===== src/rtl/console_writer.sv =====
// console_writer: write side of the text-console VRAM.
// Takes a valid/ready byte stream, keeps a cursor on a screenW x screenH grid,
// writes printable codes into VRAM, handles CR/LF/BS/FF and blanks the line
// the cursor moves onto (or the whole screen on FF / reset).
module console_writer #(
  parameter int         screenW        = 40,
  parameter int         screenH        = 30,
  parameter logic [7:0] blank          = 8'h20,
  parameter bit         clear_on_reset = 1'b1
) (
  input  logic        px_clk,
  input  logic        reset_n,
  input  logic [7:0]  char_i,
  input  logic        valid_i,
  output logic        ready_o,
  output logic [10:0] addr_vram,
  output logic [7:0]  data_vram,
  output logic        we_vram,
  output logic [5:0]  cursor_x,
  output logic [4:0]  cursor_y
);

  typedef enum logic [1:0] {
    IDLE    = 2'd0,
    CLRLINE = 2'd1,
    CLRALL  = 2'd2
  } state_t;

  localparam state_t      RESET_STATE = clear_on_reset ? CLRALL : IDLE;
  localparam logic [5:0]  LAST_COL    = 6'(screenW - 1);
  localparam logic [4:0]  LAST_ROW    = 5'(screenH - 1);
  localparam logic [10:0] ROW_LEN     = 11'(screenW);
  localparam logic [10:0] LAST_CELL   = 11'(screenW * screenH - 1);

  localparam logic [7:0] CH_BS = 8'h08;
  localparam logic [7:0] CH_LF = 8'h0A;
  localparam logic [7:0] CH_FF = 8'h0C;
  localparam logic [7:0] CH_CR = 8'h0D;

  // First VRAM address of a row; never exceeds the last row's start.
  function automatic logic [10:0] row_base(input logic [4:0] row);
    row_base = {6'd0, row} * ROW_LEN;
  endfunction

  state_t      state, state_nx;
  logic [10:0] clr_cnt, clr_cnt_nx;
  logic [10:0] clr_base, clr_base_nx;
  logic [5:0]  x_nx;
  logic [4:0]  y_nx;
  logic        we_nx;
  logic [10:0] addr_nx;
  logic [7:0]  data_nx;
  logic        ready_nx;
  logic        accept;
  logic        row_adv;
  logic [10:0] cell_addr;

  assign accept    = valid_i & ready_o;
  assign cell_addr = row_base(cursor_y) + {5'd0, cursor_x};

  // Next-state, cursor and VRAM-write decode; everything lands in registers.
  always_comb begin
    state_nx    = state;
    clr_cnt_nx  = clr_cnt;
    clr_base_nx = clr_base;
    x_nx        = cursor_x;
    y_nx        = cursor_y;
    we_nx       = 1'b0;
    addr_nx     = addr_vram;
    data_nx     = data_vram;
    row_adv     = 1'b0;

    case (state)
      IDLE: begin
        if (accept) begin
          case (char_i)
            CH_LF: begin
              x_nx    = 6'd0;
              row_adv = 1'b1;
            end
            CH_CR: begin
              x_nx = 6'd0;
            end
            CH_BS: begin
              if (cursor_x != 6'd0) begin
                x_nx    = cursor_x - 6'd1;
                we_nx   = 1'b1;
                addr_nx = cell_addr - 11'd1;
                data_nx = blank;
              end else begin
                x_nx = cursor_x;
              end
            end
            CH_FF: begin
              x_nx       = 6'd0;
              y_nx       = 5'd0;
              clr_cnt_nx = 11'd0;
              state_nx   = CLRALL;
            end
            default: begin
              if (char_i >= 8'h20 && char_i <= 8'h7E) begin
                we_nx   = 1'b1;
                addr_nx = cell_addr;
                data_nx = char_i;
                if (cursor_x == LAST_COL) begin
                  x_nx    = 6'd0;
                  row_adv = 1'b1;
                end else begin
                  x_nx = cursor_x + 6'd1;
                end
              end else begin
                // Unsupported code: swallowed without effect.
                x_nx = cursor_x;
              end
            end
          endcase

          // Moving to a new row (wrapping to the top) always blanks that row.
          if (row_adv) begin
            y_nx        = (cursor_y == LAST_ROW) ? 5'd0 : cursor_y + 5'd1;
            clr_base_nx = row_base(y_nx);
            clr_cnt_nx  = 11'd0;
            state_nx    = CLRLINE;
          end else begin
            clr_base_nx = clr_base_nx;
          end
        end else begin
          state_nx = IDLE;
        end
      end
      CLRLINE: begin
        we_nx   = 1'b1;
        addr_nx = clr_base + clr_cnt;
        data_nx = blank;
        if (clr_cnt == ROW_LEN - 11'd1) begin
          state_nx = IDLE;
        end else begin
          clr_cnt_nx = clr_cnt + 11'd1;
        end
      end
      CLRALL: begin
        we_nx   = 1'b1;
        addr_nx = clr_cnt;
        data_nx = blank;
        if (clr_cnt == LAST_CELL) begin
          state_nx = IDLE;
        end else begin
          clr_cnt_nx = clr_cnt + 11'd1;
        end
      end
      default: begin
        state_nx = IDLE;
      end
    endcase

    ready_nx = (state_nx == IDLE);
  end

  // State, clear counter and all registered outputs.
  always_ff @(posedge px_clk or negedge reset_n) begin
    if (!reset_n) begin
      state     <= RESET_STATE;
      clr_cnt   <= 11'd0;
      clr_base  <= 11'd0;
      cursor_x  <= 6'd0;
      cursor_y  <= 5'd0;
      we_vram   <= 1'b0;
      addr_vram <= 11'd0;
      data_vram <= 8'd0;
      ready_o   <= 1'b0;
    end else begin
      state     <= state_nx;
      clr_cnt   <= clr_cnt_nx;
      clr_base  <= clr_base_nx;
      cursor_x  <= x_nx;
      cursor_y  <= y_nx;
      we_vram   <= we_nx;
      addr_vram <= addr_nx;
      data_vram <= data_nx;
      ready_o   <= ready_nx;
    end
  end

endmodule

===== config.mk =====
export PLATFORM = sky130hd
export DESIGN_NAME = console_writer
export DESIGN_NICKNAME = d
export VERILOG_FILES = /design/src/rtl/console_writer.sv
export SDC_FILE = /design/constraint.sdc
export NUM_CORES = 1
export LEC_CHECK = 0
export CORE_MARGIN = 2
export CORE_UTILIZATION = 38
export DETAILED_ROUTE_END_ITERATION = 7
export PLACE_DENSITY = 0.55
export SLEW_MARGIN = 5
export SYNTH_ARGS = -nofsm -noshare
export SYNTH_HDL_FRONTEND = slang
export SYNTH_SLANG_ARGS = --single-unit
export TNS_END_PERCENT = 1

===== constraint.sdc =====
create_clock -name px_clk -period 6.55 [get_ports px_clk]
set_input_delay 1.31 -clock px_clk [delete_from_list [all_inputs] [get_ports px_clk]]
set_output_delay 1.31 -clock px_clk [all_outputs]
set_load 0.1 [all_outputs]

==> results.cfg, run 1 <==
[cts]
clk_path_buf_depth = 2
cts_tree = yes
clock_latency_ps = 320
htreeDepth = 2
ctsHoldBuffers = 0
cts_setup_buffers = 0
ctsRootBufferMaster = clkbuf_8
cts.sinks = 53
cts_resized = 0
cts_made_buffers = 5
clk_pin_slew_worst_paths_ps = 110

[synth]
syn_area_mm2 = 0.00402
syn_inst = 460
synth_edf_count = 0
yosysWarnings = 0
syn-num-nets = 507
yosysSeqAreaShare = 0.331
synth_seq_cells = 53
async_flop_share = 1.00
synth_cell_types = 64
synth_ff_type = dfrtp_1
avgSynthCellArea_um2 = 8.73

[critical_path]
r2r_start = cursor_y[1]
ff2ff_path_depth = 9
end_kind = flop
crit-reg2reg-capture = addr_vram[8]
rrSetupSlack_ps = 3400
path_max_fanout = 37
crit_required_ps = 6790
start_kind = input pin
crit_type = in -> reg
cp.arrival_ps = 4190

[cells_and_area]
drive_gt1_frac = 0.0589
stdcell_area_mm2 = 0.00464
diodes = 0
layoutNonFillerInstCount = 628
area_delta_synth_final_pct = 15.6
num-fill-cells = 1043
seq_area_mm2 = 0.00133
multiInputGateArea_mm2 = 0.00253
nets = 538

[routing]
initialDrtViolationCount = 194
finalWirelength_mm = 10.6
dr.pass1.iters = 4
wire_per_inst_um = 16.8
vias = 3540
remaining_drc_errors = 0
via_per_inst = 5.64
postRouteAntennaNets = 0

[flow_run]
maxCapViolCount = 0

[power]
vdd_drop_max_mv = 0.248
cellPowerDensity_mw_per_mm2 = 308
p_leak_nw = 2.04

[die]
initial_utilization = 0.391
ios = 43
coreArea_mm2 = 0.0103
fp-row-count = 37
die_h_um = 107
die_area_mm2 = 0.0114
die_w_um = 107

[timing]
fin_crit_ps = 3950
drv_slew = 0
hold_viol = 0
max_slew_margin = 0.243
rsz0062_at_grt = false
setup_slack_ps = 2600
worst_pin_slew_ps = 1130
post-route-period-util = 0.603
finalSetupViolCount = 0
max_freq_mhz = 253
totalNegativeSetupSlack_ps = 0
skew_ps = 11.9

[placed_design]
dp_slack_ps = 2290
numPortBuffers = 42
hpwlAfterDp_mm = 7.81
place_inst = 620
gp_congestion = 0.837
place_area_mm2 = 0.00454

[global_route]
antenna_found_initial = 0
grt_overflow = 0
grt_first_pass_wirelength_mm = 17.9
grt_max_degree = 54
first_global_vias = 3492
grt_use_total = 0.197

[worst_hold_path]
hold_start = clr_base[8]
hold_depth = 2
hold_path_end = clr_base[8]
hp-class = reg -> reg

[run_status]
outcome = finished, final reports clean
flip-flops by register name (all words and copies together) (netlist names):
signal / flops
clr_base: 8
clr_cnt: 11
cursor_x: 6
data_vram: 8
we_vram: 1
ready_o: 1
cursor_y: 5
addr_vram: 11
state: 2
placed cells by master, fill, tap and decap left out, types with 3 or more instances in the layout:
master           Yosys  routed
buf_4                0       4
clkdlybuf4s50_1      0      41
or3_1                6       6
o31ai_1             11      11
dfrtp_1             52      52
nor4_1               3       3
mux2_2               4       4
inv_6                0       3
a211oi_1             4       4
o21ai_0             30      30
a21oi_1             27      27
nor2_1              23      23
o221ai_1             4       4
nor3_1              14      14
nand2_1             67      67
nand2b_1             3       3
a21o_1               8       8
or4_1                4       4
clkbuf_8             0       5
inv_1               18      18
ha_1                32      32
o2111ai_1            4       4
nand3_1             22      22
xor2_1               8       8
fa_1                 4       4
a31oi_1              4       4
and3_1               7       7
o211ai_1             6       6
nand4_1              3       3
a32o_1               4       4
a221oi_1             6       6
xnor2_1             13      13
o22ai_1              3       3
power breakdown:
part / switching, mW / internal (mW)
Clock: 0.124 / 0.0798
Combinational: 0.519 / 0.203
Sequential: 0.112 / 0.391
Total: 0.755 / 0.674
final cells by class:
| cell class | instances | share of cell area |
|---|---|---|
| sequential | 53 | 0.286 |
| tap | 136 | 0.0367 |
| multi-input combinational | 366 | 0.545 |
| clock buffer | 5 | 0.0148 |
| timing repair buffer | 46 | 0.0960 |
| inverter | 19 | 0.0154 |
| clock inverter | 3 | 0.00566 |
synthesized netlist by cell type (3+ instances only):
| master | n | area [um^2] |
|---|---|---|
| nand2_1 | 67 | 251 |
| buf_2 | 3 | 15.0 |
| nand4_1 | 3 | 18.8 |
| a221oi_1 | 6 | 52.6 |
| or3_1 | 6 | 37.5 |
| nand3_1 | 22 | 110 |
| a31oi_1 | 4 | 25.0 |
| xor2_1 | 8 | 70.1 |
| or4_1 | 4 | 30.0 |
| a21oi_1 | 27 | 135 |
| mux2_2 | 4 | 45.0 |
| a32o_1 | 4 | 40.0 |
| ha_1 | 32 | 400 |
| xnor2_1 | 13 | 114 |
| nor2_1 | 23 | 86.3 |
| a21o_1 | 8 | 60.1 |
| dfrtp_1 | 52 | 1300 |
| nor3_1 | 14 | 70.1 |
| nand2b_1 | 3 | 18.8 |
| and3_1 | 7 | 43.8 |
| o21ai_0 | 30 | 150 |
| o211ai_1 | 6 | 45.0 |
| fa_1 | 4 | 80.1 |
| o22ai_1 | 3 | 18.8 |
| clkbuf_1 | 18 | 67.6 |
| o31ai_1 | 11 | 82.6 |
| o2111ai_1 | 4 | 35.0 |
| nor4_1 | 3 | 18.8 |
| o221ai_1 | 4 | 35.0 |
| a211oi_1 | 4 | 30.0 |
| inv_1 | 18 | 67.6 |
layer usage:
metal	GRT usage	vias up	wire length, um
li1	-	1762	-
met1	0.281	1723	5230
met2	0.318	46	4980
met3	0.0261	9	278
met4	0.0427	0	76
met5	0	-	0
logic make-up after synthesis:
kind of cell	count (synthesis)	synth area share
and+or+nand+nor	171	0.214
AOI/OAI and AO/OA	130	0.221
DFF	53	0.331
buffers and inverters	41	0.0411
adders and majority gates	36	0.120
xor gates and xnor gates	23	0.0573
muxes	6	0.0162
how the worst max path moves through the flow:
| stage | from | to | cells after the start |
|---|---|---|---|
| 4_1_cts | char_i[4] | addr_vram[8] | 7 |
| 5_1_grt | char_i[4] | addr_vram[8] | 7 |
| 2_1_floorplan | cursor_y[1] | addr_vram[8] | 9 |
| 3_5_place_dp | char_i[4] | addr_vram[8] | 7 |
| 6_report | char_i[4] | addr_vram[8] | 7 |
| 3_3_place_gp | char_i[4] | addr_vram[8] | 7 |
through the flow:
| step | util | hold WS (ps) | power (mW) |
|---|---|---|---|
| 6_report | 0.451 | 501 | 1.43 |
| 5_1_grt | 0.451 | 531 | 1.51 |
| 4_1_cts | 0.451 | 509 | 1.44 |
| 3_5_place_dp | 0.442 | 481 | 1.23 |
| 3_3_place_gp | 0.442 | 466 | 1.22 |
| 2_1_floorplan | - | 453 | 1.04 |
worst max-delay path, cell delays in order:
cell	delay (ps)
clkdlybuf4s50_1	500
nor4_4	470
o2111ai_4	270
a21o_1	220
a221o_1	750
or3_4	550
o21ai_2	110
No activity file was read; power rests on OpenSTA's default activity.
==> inputs of run 2 (changes only) <==
Settings changed: PLACE_DENSITY 0.55 to 0.58.
Clock period 6.55 ns to 3.36 ns, I/O delays scaled along.
==> run 2 against run 1 <==
Setup slack got worse by 2300 ps; wire length fell by 0.60%; die area stayed put; flip-flop and latch count did not move; global-route usage decreased by 0.52 points; largest power group unchanged.
==> results.cfg, run 2 (synthesis gave the netlist of run 1 again) <==
[run_status]
outcome = finished, final reports clean

[flow_run]
maxCapViolCount = 0

[global_route]
first_global_vias = 3302
top_usage_layer = met2
antenna_found_initial = 0
grt_first_pass_wirelength_mm = 17.3
grt_use_total = 0.191
grtUsageMet2 = 0.301
grt_util_met3 = 0.0365
grtUsageMet1 = 0.277
grt_overflow = 0
grt_max_degree = 34

[power]
finalPower_mw = 2.83
vdd_drop_max_mv = 0.462
cellPowerDensity_mw_per_mm2 = 609
p_leak_nw = 2.13

[critical_path]
crit_top_cell = ha_1
cpPeakStageDelay_ps = 560
end_kind = flop
path_max_fanout = 8
crit_required_ps = 3620
crit_type = reg -> reg
worst_path_max_delay_cell = fa_1
start_kind = flop
path_cells = ha_1 -> ha_1 -> fa_1 -> nand2b_1 -> a2bb2oi_1 -> o2111ai_1 -> and3_1 -> or3_4 -> o21ai_2
cp.arrival_ps = 3310

[cts]
cts.sinks = 53
ctsHoldBuffers = 0
cts_resized = 0
cts_made_buffers = 5
cts_tree = yes
clk_pin_slew_worst_paths_ps = 110
clock_latency_ps = 320
ctsRootBufferMaster = clkbuf_8
htreeDepth = 2
clk_path_buf_depth = 2
cts_setup_buffers = 0

[placed_design]
gp_congestion = 0.823
hpwlAfterDp_mm = 7.92
numPortBuffers = 42
place_inst = 627

[die]
die_area_mm2 = 0.0114
die_w_um = 107
fp-row-count = 37
initial_utilization = 0.391
ios = 43
coreArea_mm2 = 0.0103
die_h_um = 107

[routing]
postRouteAntennaNets = 0
dr.pass1.iters = 4
finalWirelength_mm = 10.5
via_per_inst = 5.60
wire_per_inst_um = 16.5
remaining_drc_errors = 0
initialDrtViolationCount = 272
vias = 3557

[timing]
skew_ps = 8.81
totalNegativeSetupSlack_ps = 0
post-route-period-util = 0.908
hold_viol = 0
max_freq_mhz = 328
worst_pin_slew_ps = 616
fin_crit_ps = 3050
max_slew_margin = 0.589
drv_slew = 0
finalSetupViolCount = 0
rsz0062_at_grt = false

[cells_and_area]
drive_gt1_frac = 0.140
layoutNonFillerInstCount = 635
reg_top3 = addr_vram (11), clr_cnt (11)
num-fill-cells = 1050
layout_commonest_cell = nand2_1
area_delta_synth_final_pct = 15.7
final_cell_mix = nand2_1, dfrtp_1, buf_4
diodes = 0
nets = 545

[worst_hold_path]
hp-class = in -> async
[run 2: cell types whose count changed in the layout (fill, tap and decap cells not counted), sizes merged]
cell / change
clkinvlp: +1
inv: -3
clkinv: +1
buf: +39
bufinv: +1
clkdlybuf4s50: -32
[run 2: cell type report]
cell class | instances | area [um^2] | share of cell area
tap | 136 | 170 | 0.0366
sequential | 53 | 1330 | 0.286
inverter | 19 | 71.3 | 0.0153
clock inverter | 3 | 46.3 | 0.00996
clock buffer | 5 | 68.8 | 0.0148
multi-input combinational | 366 | 2530 | 0.544
timing repair buffer | 53 | 430 | 0.0926
[run 2: report_power, final]
| group | switching (mW) | internal (mW) |
|---|---|---|
| logic | 1.02 | 0.370 |
| clock network | 0.237 | 0.224 |
| registers | 0.218 | 0.763 |
| total | 1.47 | 1.36 |
[run 2: routing by layer]
metal  routed length, um  up-vias
li1                    -     1771
met2                4920       55
met4                 108        0
met3                 317        8
met1                5150     1723
met5                   0        -
[run 2: critical path, delay by kind of cell (launching register included)]
family / cells / cell delay (ps)
AO/OA/AOI/OAI: 3 / 680
adder cells (fa/ha/maj): 3 / 1100
flip-flops: 1 / 500
AND/OR/NAND/NOR: 3 / 710
[run 2: worst paths after layout]
path | start | end | slack, ps | cells after the start
hold reg to reg | data_vram[6] | data_vram[6] | 490 | 2
max in group asynchronous | reset_n | state[1] | 2680 | 2
hold / removal | reset_n | addr_vram[1] | 340 | 2
min in group px_clk | data_vram[6] | data_vram[6] | 490 | 2
setup reg to reg | cursor_y[1] | addr_vram[8] | 310 | 9
setup / recovery | cursor_y[1] | addr_vram[8] | 310 | 9
[run 2: per-stage QoR]
stage	instance area [um^2]	hold WS [ps]	setup WS, ps	utilization
after CTS	4650	346	297	0.452
after global routing	4650	360	56.4	0.452
after global placement	4530	469	130	0.441
after detailed placement	4530	475	83.1	0.441
after floorplan	4020	376	44.8	-
final	4650	338	308	0.452
==> inputs of run 3 (changes only) <==
Settings changed: CELL_PAD_IN_SITES_DETAIL_PLACEMENT from default to 1, CELL_PAD_IN_SITES_GLOBAL_PLACEMENT from default to 1, PLACE_DENSITY 0.58 to 0.73.
==> run 3 against run 2 <==
First-iteration DRC count fell by 49%; global-route usage up 2.1 points; clock skew grew 9.8 ps; flip-flop and latch count unchanged; critical endpoint unchanged; sequential share of layout area hardly changed; largest power group unchanged; register-to-register slack lost 70 ps; critical path depth did not move; power shrank 1.5%; clock-buffer cell count unchanged.
==> results.cfg, run 3 (synthesis gave the netlist of run 1 again) <==
[timing]
max_slew_margin = 0.432
finalSetupViolCount = 0
post-route-period-util = 0.929
rsz0062_at_grt = false
drv_slew = 0
totalNegativeSetupSlack_ps = 0
hold_viol = 0
max_freq_mhz = 320
worst_pin_slew_ps = 851
skew_ps = 18.6
fin_crit_ps = 3120

[placed_design]
numPortBuffers = 42
gp_congestion = 0.826
hpwlAfterDp_mm = 8.97

[power]
switchingPower_mw = 1.50
cell_internal_pwr_mw = 1.29
p_clk_frac = 0.147
p_leak_nw = 2.14
pwr-share-comb = 0.501
p_sw_frac = 0.537
vdd_drop_max_mv = 0.465
cellPowerDensity_mw_per_mm2 = 601
seqPwrFrac = 0.352

[routing]
postRouteAntennaNets = 0
dr.pass1.iters = 4
initialDrtViolationCount = 139
remaining_drc_errors = 0
wire_per_inst_um = 18.3
finalWirelength_mm = 11.7
vias = 3687
via_per_inst = 5.78

[die]
die_area_mm2 = 0.0114
coreArea_mm2 = 0.0103
die_h_um = 107
fp-row-count = 37
die_w_um = 107
initial_utilization = 0.391
ios = 43

[global_route]
grt_overflow = 0
grt_max_degree = 37
grt_use_total = 0.213
first_global_vias = 3838
antenna_found_initial = 0
grt_first_pass_wirelength_mm = 19.5

[critical_path]
ff2ff_path_depth = 9
start_kind = flop
end_kind = flop
path_cells = ha_1 -> ha_1 -> fa_1 -> nand2b_1 -> a2bb2oi_1 -> o2111ai_1 -> and3_1 -> or3_4 -> o21ai_2
crit_required_ps = 3610
critPathBufInv = 0
crit_type = reg -> reg
cp_num_cells = 9
rrSetupSlack_ps = 240
r2r_start = cursor_y[3]
crit-reg2reg-capture = addr_vram[8]
crit_top_cell = ha_1
worst_path_max_delay_cell = fa_1
cp.arrival_ps = 3370
cpPeakStageDelay_ps = 580
path_max_fanout = 8
crit_family = adder cells

[cts]
cts_made_buffers = 5
cts_resized = 0
clock_latency_ps = 330
clk_pin_slew_worst_paths_ps = 120
ctsRootBufferMaster = clkbuf_8
htreeDepth = 2
ctsHoldBuffers = 0
cts_tree = yes
cts.sinks = 53
clk_path_buf_depth = 2
cts_setup_buffers = 0

[flow_run]
maxCapViolCount = 0

[cells_and_area]
diodes = 0
reg_top3 = addr_vram (11), clr_cnt (11)
fin_util = 0.451
drive_gt1_frac = 0.145
num-fill-cells = 1260
final_cell_mix = nand2_1, dfrtp_1, buf_4
multiInputGateArea_mm2 = 0.00253
layout_commonest_cell = nand2_1
seq_area_mm2 = 0.00133
nets = 548
area_delta_synth_final_pct = 15.6

[run_status]
outcome = finished, final reports clean

[worst_hold_path]
hp-class = in -> async
## run 3: cell types whose count changed in the layout (fill, tap and decap cells not counted)
cell / change
inv_6: +1
buf_12: -1
buf_4: +4
clkinvlp_4: -1
bufinv_16: -1
inv_8: +1
## run 3: metrics by stage
stage               cell area, um^2  hold WS, ps  worst slack (ps)  std cells  power (mW)
global placement               4540          466               121        630        2.36
floorplan                      4020          376              44.8        460        2.02
finish                         4640          419               239        638        2.79
CTS                            4640          478               247        638        2.81
global route                   4640          482               108        638        2.95
detailed placement             4540          475              90.2        630        2.40
## run 3: area by class of cell
| type | count | share of cell area |
|---|---|---|
| Clock inverter | 3 | 0.00620 |
| Timing Repair Buffer | 56 | 0.0949 |
| Multi-Input combinational cell | 366 | 0.545 |
| Tap cell | 136 | 0.0367 |
| Inverter | 19 | 0.0154 |
| Sequential cell | 53 | 0.287 |
| Clock buffer | 5 | 0.0148 |
## run 3: routing by layer
layer	vias to the layer above	global-route usage	wire, um
met5	-	0	0
met4	0	0.0510	157
met3	13	0.0243	417
met2	66	0.356	5700
met1	1825	0.294	5380
li1	1783	-	-
## run 3: worst max-delay path by stage
stage,from,endpoint,slack (ps)
after global routing,cursor_y[2],addr_vram[10],110
after detailed placement,char_i[3],clr_cnt[7],90
after floorplan,cursor_y[2],addr_vram[8],40
after global placement,char_i[3],clr_cnt[7],120
final,cursor_y[3],addr_vram[8],240
after CTS,cursor_y[3],addr_vram[8],250
## run 3: power groups by stage
stage                     registers [mW]  logic, mW  clock network, mW
final                              0.980       1.40              0.410
after global routing                1.01       1.49              0.450
after CTS                          0.983       1.41              0.421
after detailed placement           0.996       1.40                  0
after global placement             0.986       1.38                  0
after floorplan                     1.51      0.509                  0
## run 3: worst reg2reg max path, delay by kind of cell, from the launching register on
| family | cells | cell delay [ps] |
|---|---|---|
| fa+ha+maj | 3 | 1090 |
| compound gates | 3 | 770 |
| simple gates | 3 | 720 |
| flops | 1 | 480 |
